File: src/rtl/mult_pkg.sv
// Shared definitions for the sequential shift-add multiplier: FSM state
// encoding and a counter-width helper.
package mult_pkg;

  typedef enum logic [2:0] {
    ST_IDLE  = 3'd0,
    ST_CHECK = 3'd1,
    ST_ADD   = 3'd2,
    ST_SHIFT = 3'd3,
    ST_DONE  = 3'd4
  } state_e;

  // Bits needed to count 0..n-1, never less than one.
  function automatic int cnt_w(input int n);
    if (n <= 2) return 1;
    return $clog2(n);
  endfunction

endpackage

File: src/rtl/mult_seq_ctrl.sv
// Control FSM for the shift-add multiplier: sequences CHECK/ADD/SHIFT per
// multiplier bit and holds DONE for a programmable number of cycles.
module mult_seq_ctrl
  import mult_pkg::*;
#(
  parameter int DONE_HOLD = 10
) (
  input  logic clk,
  input  logic rst,
  input  logic init,
  input  logic lsb_b,
  input  logic b_next_zero,
  input  logic last_bit,
  output logic load,
  output logic add,
  output logic sh,
  output logic done,
  output logic busy
);

  localparam int HW = cnt_w(DONE_HOLD);

  state_e        state_q;
  logic [HW-1:0] hold_q;
  logic          done_q;
  logic          busy_q;

  always_ff @(posedge clk) begin
    if (rst) begin
      state_q <= ST_IDLE;
      hold_q  <= '0;
      done_q  <= 1'b0;
      busy_q  <= 1'b0;
    end else begin
      case (state_q)
        ST_IDLE: begin
          if (init) begin
            state_q <= ST_CHECK;
            busy_q  <= 1'b1;
          end
        end
        ST_CHECK: state_q <= lsb_b ? ST_ADD : ST_SHIFT;
        ST_ADD:   state_q <= ST_SHIFT;
        ST_SHIFT: begin
          // Stop as soon as no set multiplier bits remain above this one.
          if (b_next_zero || last_bit) begin
            state_q <= ST_DONE;
            done_q  <= 1'b1;
          end else begin
            state_q <= ST_CHECK;
          end
        end
        ST_DONE: begin
          if (hold_q == HW'(DONE_HOLD - 1)) begin
            state_q <= ST_IDLE;
            hold_q  <= '0;
            done_q  <= 1'b0;
            busy_q  <= 1'b0;
          end else begin
            hold_q <= hold_q + 1'b1;
          end
        end
        default: begin
          state_q <= ST_IDLE;
          hold_q  <= '0;
          done_q  <= 1'b0;
          busy_q  <= 1'b0;
        end
      endcase
    end
  end

  assign load = (state_q == ST_IDLE) && init;
  assign add  = (state_q == ST_ADD);
  assign sh   = (state_q == ST_SHIFT);
  assign done = done_q;
  assign busy = busy_q;

endmodule

File: src/rtl/mult_seq_param.sv
// Parametrised radix-2 shift-add multiplier with optional two's-complement
// mode, early termination and a held done window.
module mult_seq_param
  import mult_pkg::*;
#(
  parameter int WIDTH     = 32,
  parameter int DONE_HOLD = 10,
  parameter int SIGNED_EN = 1
) (
  input  logic               clk,
  input  logic               rst,
  input  logic               init,
  input  logic               signed_mode,
  input  logic [WIDTH-1:0]   op_a,
  input  logic [WIDTH-1:0]   op_b,
  output logic               busy,
  output logic               done,
  output logic [2*WIDTH-1:0] result
);

  localparam int PW  = 2 * WIDTH;
  localparam int BCW = cnt_w(WIDTH);

  logic             sm_eff;
  logic [WIDTH-1:0] mag_a_d;
  logic [WIDTH-1:0] mag_b_d;
  logic [PW-1:0]    acc_q;
  logic [PW-1:0]    a_sh_q;
  logic [WIDTH-1:0] b_sh_q;
  logic [BCW-1:0]   bit_cnt_q;
  logic             neg_q;
  logic [PW-1:0]    result_q;

  logic load, add, sh;
  logic b_next_zero, last_bit;

  assign sm_eff = (SIGNED_EN != 0) && signed_mode;

  // Magnitudes fit in WIDTH unsigned bits, including the most negative value.
  assign mag_a_d = (sm_eff && op_a[WIDTH-1]) ? -op_a : op_a;
  assign mag_b_d = (sm_eff && op_b[WIDTH-1]) ? -op_b : op_b;

  assign b_next_zero = (b_sh_q[WIDTH-1:1] == '0);
  assign last_bit    = (bit_cnt_q == BCW'(WIDTH - 1));

  mult_seq_ctrl #(
    .DONE_HOLD(DONE_HOLD)
  ) u_ctrl (
    .clk        (clk),
    .rst        (rst),
    .init       (init),
    .lsb_b      (b_sh_q[0]),
    .b_next_zero(b_next_zero),
    .last_bit   (last_bit),
    .load       (load),
    .add        (add),
    .sh         (sh),
    .done       (done),
    .busy       (busy)
  );

  always_ff @(posedge clk) begin
    if (rst) begin
      acc_q     <= '0;
      a_sh_q    <= '0;
      b_sh_q    <= '0;
      bit_cnt_q <= '0;
      neg_q     <= 1'b0;
      result_q  <= '0;
    end else begin
      if (load) begin
        acc_q     <= '0;
        a_sh_q    <= {{WIDTH{1'b0}}, mag_a_d};
        b_sh_q    <= mag_b_d;
        bit_cnt_q <= '0;
        neg_q     <= sm_eff && (op_a[WIDTH-1] ^ op_b[WIDTH-1]);
      end
      if (add) begin
        acc_q <= acc_q + a_sh_q;
      end
      if (sh) begin
        a_sh_q    <= a_sh_q << 1;
        b_sh_q    <= b_sh_q >> 1;
        bit_cnt_q <= bit_cnt_q + 1'b1;
        // acc_q already holds this iteration's ADD, since ADD precedes SHIFT.
        if (b_next_zero || last_bit) begin
          result_q <= neg_q ? -acc_q : acc_q;
        end
      end
    end
  end

  assign result = result_q;

endmodule

File: config.mk
export PLATFORM = sky130hd
export DESIGN_NAME = mult_seq_param
export DESIGN_NICKNAME = d
export VERILOG_FILES = /design/src/rtl/mult_pkg.sv /design/src/rtl/mult_seq_ctrl.sv /design/src/rtl/mult_seq_param.sv
export SDC_FILE = /design/constraint.sdc
export NUM_CORES = 1
export LEC_CHECK = 0
export BUFFER_PORTS_ARGS = -buffer_cell sky130_fd_sc_hd__buf_4
export CAP_MARGIN = 20
export CORE_MARGIN = 2
export CORE_UTILIZATION = 35
export DETAILED_ROUTE_END_ITERATION = 6
export SLEW_MARGIN = 0
export SYNTH_ARGS = -nofsm -noshare
export SYNTH_HDL_FRONTEND = slang
export SYNTH_SLANG_ARGS = --single-unit
File: constraint.sdc
create_clock -name clk -period 3.4 [get_ports clk]
set_input_delay 0.34 -clock clk [delete_from_list [all_inputs] [get_ports clk]]
set_output_delay 0.34 -clock clk [all_outputs]
set_load 0.03 [all_outputs]
---- Word-level counts from Yosys, hierarchy flattened ----
Cells that the tools add are included.
word-level totals
  register bits ........................... 239
operators by class
  add/sub/neg operators ................... 6
  equal/unequal tests ..................... 9
  muxes and demuxes ....................... 23
  bitwise operators ....................... 3
  reduce and logical (&&, ||, !) cells .... 17
operator list
  operator                                                number
  2-to-1 mux 64 bit                                       5
  adder 64 bit                                            1
  2-to-1 mux 32 bit                                       2
  negation 32 bit                                         2
  negation 64 bit                                         1
  2-to-1 mux 31 bit                                       2
  logical NOT 31 bit                                      1
  case mux 3 bit (5 select lines)                         1
  2-to-1 mux 5 bit                                        2
  2-to-1 mux 3 bit                                        3
  case mux 4 bit (2 select lines)                         1
  == test 3 x 2 -> 1 bit (second input constant)          2
  case mux 1 bit (3 select lines)                         2
  AND reduction 3 bit                                     2
  OR reduction 3 bit                                      2
  adder 5 x 1 -> 5 bit (second input constant)            1
  == test 5 bit (second input constant)                   1
  adder 4 x 1 -> 4 bit (second input constant)            1
  == test 4 bit (second input constant)                   1
  logical AND 1 bit                                       4
  2-to-1 mux 1 bit                                        4
  2-to-1 mux 4 bit                                        1
  inequality test 2 x 1 -> 1 bit (second input constant)  2
  AND reduction 2 bit                                     2
  other kinds (10)                                        12

---- Depth between registers and ports, before layout ----
Gate-level depths: netlist (run 1).
  depth after elaboration ................. 4
  mapped depth ............................ 13
  gate-level depth less buffers ........... 13

---- Hierarchy ----
From an unflattened synthesis (run 1), not the netlist that was laid out.
unflattened totals
  cells, all modules ...................... 2008
  area, all modules ....................... 15328.5 um^2
by module, submodules not included
  module          area each (um^2)  sequential area each (um^2)  instances  cells an instance
  mult_seq_param  14873.0           4604.4                       1          1955
  mult_seq_ctrl   455.4             180.2                        1          53

---- Worst setup path before layout (run 1) ----
Ideal clock, no wire load.
  kind .................................... reg-to-reg
  start ................................... register acc_q[11]
  end ..................................... register result_q[62] (netlist: result[62])
  arrival ................................. 3254 ps
  stages on the path, launching flop included .. 11
  setup slack ............................. 8 ps
  period minus slack after synthesis ...... 3392 ps
  path buffers ............................ 0
  library setup time ...................... 137 ps
  cells stage by stage .................... dfxtp_1 > or4_4 > or3_4 > or4b_4 > or3_4 > or2_1 > or3_1 > or2_1 > o21ai_2 > xor2_1 > a211oi_1
on the way
  word-level cells in the longest chain between the ends .. 2
RTL lines
  item                    RTL line              text
  from (decl)             mult_seq_param.sv:27  logic [PW-1:0] acc_q;
  from (signal assigned)  mult_seq_param.sv:79  acc_q <= acc_q + a_sh_q;
  negation 64 bit         mult_seq_param.sv:87  result_q <= neg_q ? -acc_q : acc_q;
  2-to-1 mux 64 bit       mult_seq_param.sv:87
  to (signal assigned)    mult_seq_param.sv:87
  to (decl)               mult_seq_param.sv:32  logic [PW-1:0] result_q;
Every way passes these cells.
A chain may end at the register's enable or synchronous reset.

---- Final worst setup path (run 1) ----
Same ends and word-level chain as after synthesis.

==> flow_summary.ini, run 1 <==
[setup_path]
crit_path_frequent_cell = or3_4
r2r_start = acc_q[11]
reg2reg_to = result[62]
crit_path_end_kind = flop
rrSetupSlack_ns = -0.04
cp-startpoint = acc_q[11]
crit_fanout = 4
arrival_ns = 3.87
required_ns = 3.83
critPathMaxStageDelay_ns = 0.53
critPathLaunchType = flop
reg2regPathDepth = 10
crit_chain = or4_4, or3_4, or4b_4, or3_4, or2_4, or3_4, or2_4, o21ai_2, xor2_1, a211oi_2
criticalPathCategory = flop to flop
endpoint = result[62]
cpMaxStageDelayCell = or4_4

[floorplan]
die_h_um = 210
dieArea_mm2 = 0.0440
die_w_um = 210
ios = 134
core_mm2 = 0.0419
start_util = 0.354
rows = 75

[clock_network]
cts_buffers = 27
worst_skew_pair.late_latency_ns = 0.57
cts.clk_slew.worst_paths_ns = 0.06
cts.sinks = 239
cts_tree = yes
htree_levels = 1
clockBufferDepth = 3
clockRootBuffer = clkbuf_16

[routing]
route.detailed.drc = 0
postRouteAntennaNets = 0
wl_per_cell_um = 17.8
vias = 14349
viasPerCell = 5.45
drtIter0Drc = 896
dr.pass1.iters = 7
wirelength_um = 46800

[finish]
areaGrowthSynthToFinish_pct = 21.4
drive_gt1_frac = 0.162
final_cells = 2635
final_common_cell = nand2_1
final_cell_mix = 257 x nand2_1, 254 x a21oi_1, 245 x buf_4, 238 x dfxtp_1, 135 x nor2_1
layout.nets = 2214
antenna-diode-count = 0
fin_area_mm2 = 0.0180

[logic_synthesis]
synth_top_family_by_area = compound AO/OA/AOI/OAI gates
yosysWarnings = 0
netlist_instances = 1928
synth-edff-count = 0
synth_area_mm2 = 0.0148
synth_area_leaders = dfxtp_1 32%, a21oi_1 8.7%, nand2_1 6.5%
ys_async_sr_fraction = 0
syn_area_per_cell_um2 = 7.68
synth-xor-area-share = 0.103
synth_nets = 2067
synthFlopType = dfxtp_1
yosysSeqAreaShare = 0.323
synth_cell_types = 61
synth_mux_area_frac = 0.00279
synth_fa_ha_area_frac = 0.0605
synth_compound_area_frac = 0.269
synth-seq-cells = 239
synth.largest_area_cell = dfxtp_1
synth-simple-area-share = 0.199
yosysTopAreaCellShare = 0.323

[global_routing]
grt_pass1_wl_um = 73900
grt-ovfl-total = 0
antenna_found_initial = 0
grt_max_degree = 86
gr-usage-all-layers = 0.206
grt_pass1_vias = 13540

[placed_design]
dp.cells = 2581
dp_hpwl_um = 35400
placed_area_mm2 = 0.0169
gp_congestion = 0.911
dp_worst_setup_slack_ns = -0.105
io_buffer_count = 133

[timing]
finalHoldViolCount = 0
rsz0062_at_grt = true
worst_pin_slew_ns = 0.836
clock_skew_ns = 0.0199
min_period_ns = 3.44
timing.setup.tns_ns = -0.0417
hold-worst-slack_ns = 0.0883
maxSlewViolCount = 0
fin_ws_ns = -0.0417
slew_headroom = 0.443
fin_crit_sh = 1.01
fmax_mhz = 291
setup_viol = 1

[power_and_ir_drop]
leakage_nw = 7.41
irDropWorstVdd_mv = 0.402
p_per_area_mw_per_mm2 = 424

[run_status]
violations = negative setup slack
status = complete, but fails checks

[min_path]
min_path_type = primary input to flop

[job]
drv_cap = 0
==> report_power, final <==
part           total (mW)  switching, mW  internal [mW]
clock                3.13           1.25           1.88
sequential           3.04          0.125           2.91
combinational        1.46          0.892          0.566
==> synthesized netlist by cell type (13+ instances only) <==
library cell / count
nor3_1: 24
ha_1: 70
nand2_1: 257
dfxtp_1: 239
nor2_1: 138
o31ai_1: 28
xor2_1: 93
xnor2_1: 82
a211oi_1: 54
nor4_1: 21
a21oi_1: 258
inv_1: 35
clkbuf_1: 122
and3_1: 16
a22oi_1: 60
nand4_1: 30
o41ai_1: 13
nand3_1: 89
a22o_1: 31
or3_1: 14
a21o_1: 37
o21ai_0: 76
==> final cells by class <==
cell class | count | area (µm²)
Clock inverter | 14 | 191
Sequential cell | 239 | 4790
Multi-Input combinational cell | 1522 | 9510
Timing Repair Buffer | 249 | 1910
Tap cell | 539 | 674
Inverter | 36 | 135
Clock buffer | 36 | 759
Fill cell | 4242 | 23900
==> state kept, by name, indices dropped and copies added (netlist names) <==
| signal | count |
|---|---|
| a_sh_q | 64 |
| u_ctrl.hold_q | 4 |
| neg_q | 1 |
| acc_q | 64 |
| u_ctrl.done | 1 |
| bit_cnt_q | 5 |
| u_ctrl.state_q | 3 |
| result | 64 |
| b_sh_q | 32 |
| u_ctrl.busy | 1 |
==> worst min path at each step <==
stage,startpoint,endpoint,slack [ns],cells past startpoint
2_1_floorplan,b_sh_q[0],b_sh_q[0],0.44,2
3_3_place_gp,result[49],result[49],0.44,2
3_5_place_dp,result[49],result[49],0.45,2
4_1_cts,op_a[13],a_sh_q[13],0.06,4
5_1_grt,op_a[13],a_sh_q[13],0.08,4
6_report,op_a[19],a_sh_q[19],0.09,4
==> cell families (layout without fill, tap and decap cells) <==
logic type               Yosys count  in the layout
AO/OA/AOI/OAI                    630            630
flip-flops                       239            239
AND/OR/NAND/NOR                  642            642
adder cells (fa/ha/maj)           71             71
buffers and inverters            167            335
XOR/XNOR                         175            175
multiplexers                       4              4
==> metrics by stage <==
| stage | util | power (mW) |
|---|---|---|
| after floorplan | - | 3.96 |
| after global placement | 0.404 | 4.48 |
| after detailed placement | 0.404 | 4.50 |
| after CTS | 0.428 | 7.69 |
| after global routing | 0.429 | 7.98 |
| final | 0.429 | 7.63 |
==> layer usage <==
| metal | up-vias | part of all wire | track usage |
|---|---|---|---|
| met5 | - | 0 | 0 |
| met4 | 0 | 0.023 | 0.0582 |
| li1 | 7296 | - | - |
| met1 | 6670 | 0.49 | 0.294 |
| met3 | 61 | 0.049 | 0.0278 |
| met2 | 322 | 0.44 | 0.324 |
==> repair_timing <==
action / CTS / global route
pin swaps: 1 / 6
resized for setup: 6 / 14
endpoints found under the setup margin: 5 / 17
hold buffers: 0 / 0
setup buffers: 1 / 3
==> critical path, delay by kind of cell (launching register included) <==
| family | cells | cell delay [ns] |
|---|---|---|
| AND/OR/NAND/NOR | 7 | 2.62 |
| flip-flops | 1 | 0.31 |
| AO/OA/AOI/OAI | 2 | 0.20 |
| XOR/XNOR | 1 | 0.18 |
(Power assumes the default switching activity.)
==> run 2: changes to the inputs <==
--- a/config.mk
+++ b/config.mk
@@ -7,9 +7,12 @@
 export LEC_CHECK = 0
 export BUFFER_PORTS_ARGS = -buffer_cell sky130_fd_sc_hd__buf_4
 export CAP_MARGIN = 20
+export CELL_PAD_IN_SITES_DETAIL_PLACEMENT = 0
+export CELL_PAD_IN_SITES_GLOBAL_PLACEMENT = 1
 export CORE_MARGIN = 2
 export CORE_UTILIZATION = 35
 export DETAILED_ROUTE_END_ITERATION = 6
+export PLACE_DENSITY_LB_ADDON = 0.1
 export SLEW_MARGIN = 0
 export SYNTH_ARGS = -nofsm -noshare
 export SYNTH_HDL_FRONTEND = slang
==> run 2 against run 1 <==
Net effect:
- the flow still finishes with violations (negative setup slack)
- setup slack lost 0.026 ns
- hold slack lost 0.021 ns
- fmax shrank 0.74%
- critical path depth is the same
- first-iteration DRC count shrank 21%
- non-clock buffer count shrank 3
- global-route usage grew 1.0 points
- final cell count shrank 0.19%
- power shrank 2.5%
- register-to-register slack lost 0.03 ns
- largest power group is now sequential cells
==> flow_summary.ini, run 2 (synthesis gave the netlist of run 1 again) <==
[run_status]
status = complete, but fails checks
violations = negative setup slack

[routing]
vias = 14465
postRouteAntennaNets = 0
dr_wl_met3_um = 1690
route.detailed.drc = 0
m1WireLength_um = 23700
met2_length_um = 22200
dr.pass1.iters = 5
wirelength_um = 48600
drtIter0Drc = 705
viasPerCell = 5.50
wl_per_cell_um = 18.5
topRoutingLayerUsed = met4

[power_and_ir_drop]
power_mw = 7.44
p_per_area_mw_per_mm2 = 416
netSwitchingFraction = 0.308
intPower_mw = 5.15
seq_power_share = 0.408
switchingPower_mw = 2.29
p_clk_frac = 0.391
combPwrFrac = 0.201
irDropWorstVdd_mv = 0.331
leakage_nw = 7.34

[timing]
min_period_ns = 3.47
maxSlewViolCount = 0
fmax_mhz = 288
slew_headroom = 0.267
clock_skew_ns = 0.0148
rsz0062_at_grt = true
fin_ws_ns = -0.0673
setup_viol = 3
hold-worst-slack_ns = 0.0670
fin_crit_sh = 1.02
worst_pin_slew_ns = 1.10
finalHoldViolCount = 0
timing.setup.tns_ns = -0.141

[global_routing]
grt_max_degree = 111
gr-usage-all-layers = 0.216
grt-ovfl-total = 0
antenna_found_initial = 0
grt_pass1_wl_um = 76600
grt_pass1_vias = 13609

[setup_path]
cpMaxStageDelayCell = or4b_4
required_ns = 3.88
critPathLaunchType = flop
cp-startpoint = acc_q[11]
rrSetupSlack_ns = -0.07
crit_buf_inv = 0
criticalPathCategory = flop to flop
crit_family = simple AND/OR/NAND/NOR gates
crit_path_end_kind = flop
arrival_ns = 3.95
critPathMaxStageDelay_ns = 0.57
crit_path_frequent_cell = or3_4
r2r_start = acc_q[11]
crit_fanout = 2
crit_chain = or4_4, or3_4, or4b_4, or3_4, or2_1, or3_4, or2_1, o21ai_2, xor2_1, a211oi_1

[placed_design]
dp_worst_setup_slack_ns = -0.121
io_buffer_count = 133
dp_hpwl_um = 36500
gp_congestion = 0.906
dp.cells = 2580
placed_area_mm2 = 0.0169

[clock_network]
cts.sinks = 239
worst_skew_pair.late_latency_ns = 0.57
htree_levels = 1
cts_tree = yes
cts_buffers = 28
cts_hold_buf = 0
clockBufferDepth = 3
clockRootBuffer = clkbuf_16
cts.clk_slew.worst_paths_ns = 0.06

[floorplan]
die_h_um = 210
rows = 75
ios = 134
dieArea_mm2 = 0.0440
start_util = 0.354
die_w_um = 210
core_mm2 = 0.0419

[finish]
drive_gt1_frac = 0.156
final_cells = 2630
final_cell_mix = 257 x nand2_1, 257 x a21oi_1, 240 x buf_4, 236 x dfxtp_1, 134 x nor2_1
antenna-diode-count = 0
post-route-util = 0.427
layout.nets = 2212
fin_area_mm2 = 0.0179
areaGrowthSynthToFinish_pct = 20.7

[min_path]
min_path_type = primary input to flop
min_from = op_b[9]

[job]
drv_cap = 0
-- run 2: changes by cell type in the layout (fill, tap and decap cells not counted), moves of 3 or more --
| cell | change |
|---|---|
| bufinv_16 | -3 |
| a21oi_2 | -3 |
| a21oi_1 | +3 |
| clkbuf_1 | +6 |
| inv_6 | -3 |
| buf_4 | -5 |
-- run 2: cell type report --
cell class | count | area [µm²]
Clock inverter | 6 | 68.8
Sequential cell | 239 | 4790
Clock buffer | 42 | 793
Inverter | 36 | 135
Multi-Input combinational cell | 1522 | 9500
Fill cell | 4371 | 24000
Timing Repair Buffer | 246 | 1910
Tap cell | 539 | 674
-- run 2: power by group through the flow --
stage	Clock [mW]	Combinational [mW]	Sequential [mW]
finish	2.91	1.50	3.03
global route	3.11	1.65	3.05
CTS	3.00	1.49	3.03
detailed placement	0	1.48	3.09
global placement	0	1.47	3.09
floorplan	0	0.896	3.06
-- run 2: per-layer routing --
metal / GRT usage / vias up
met5: 0 / -
met2: 0.352 / 233
li1: - / 7277
met1: 0.310 / 6908
met4: 0.0501 / 0
met3: 0.0177 / 47
-- run 2: worst register-to-register path: stages, from the launching register on --
cell and delay (ns):
dfxtp_2 0.31, or4_4 0.53, or3_4 0.35, or4b_4 0.57, or3_4 0.38, or2_1 0.26, or3_4 0.34, or2_1 0.24
o21ai_2 0.12, xor2_1 0.07, a211oi_1 0.21
-- run 2: worst paths after layout --
kind           endpoint  depth (start not counted)
max          result[62]                         10
min           b_sh_q[9]                          4
max reg2reg  result[62]                         10
min reg2reg  result[43]                          2
-- run 2: what timing repair did --
| action | in CTS | in global routing |
|---|---|---|
| setup endpoints to repair | 2 | 16 |
| pin swaps | 2 | 5 |
| gates resized for setup | 2 | 16 |
| buffers inserted | 1 | 1 |
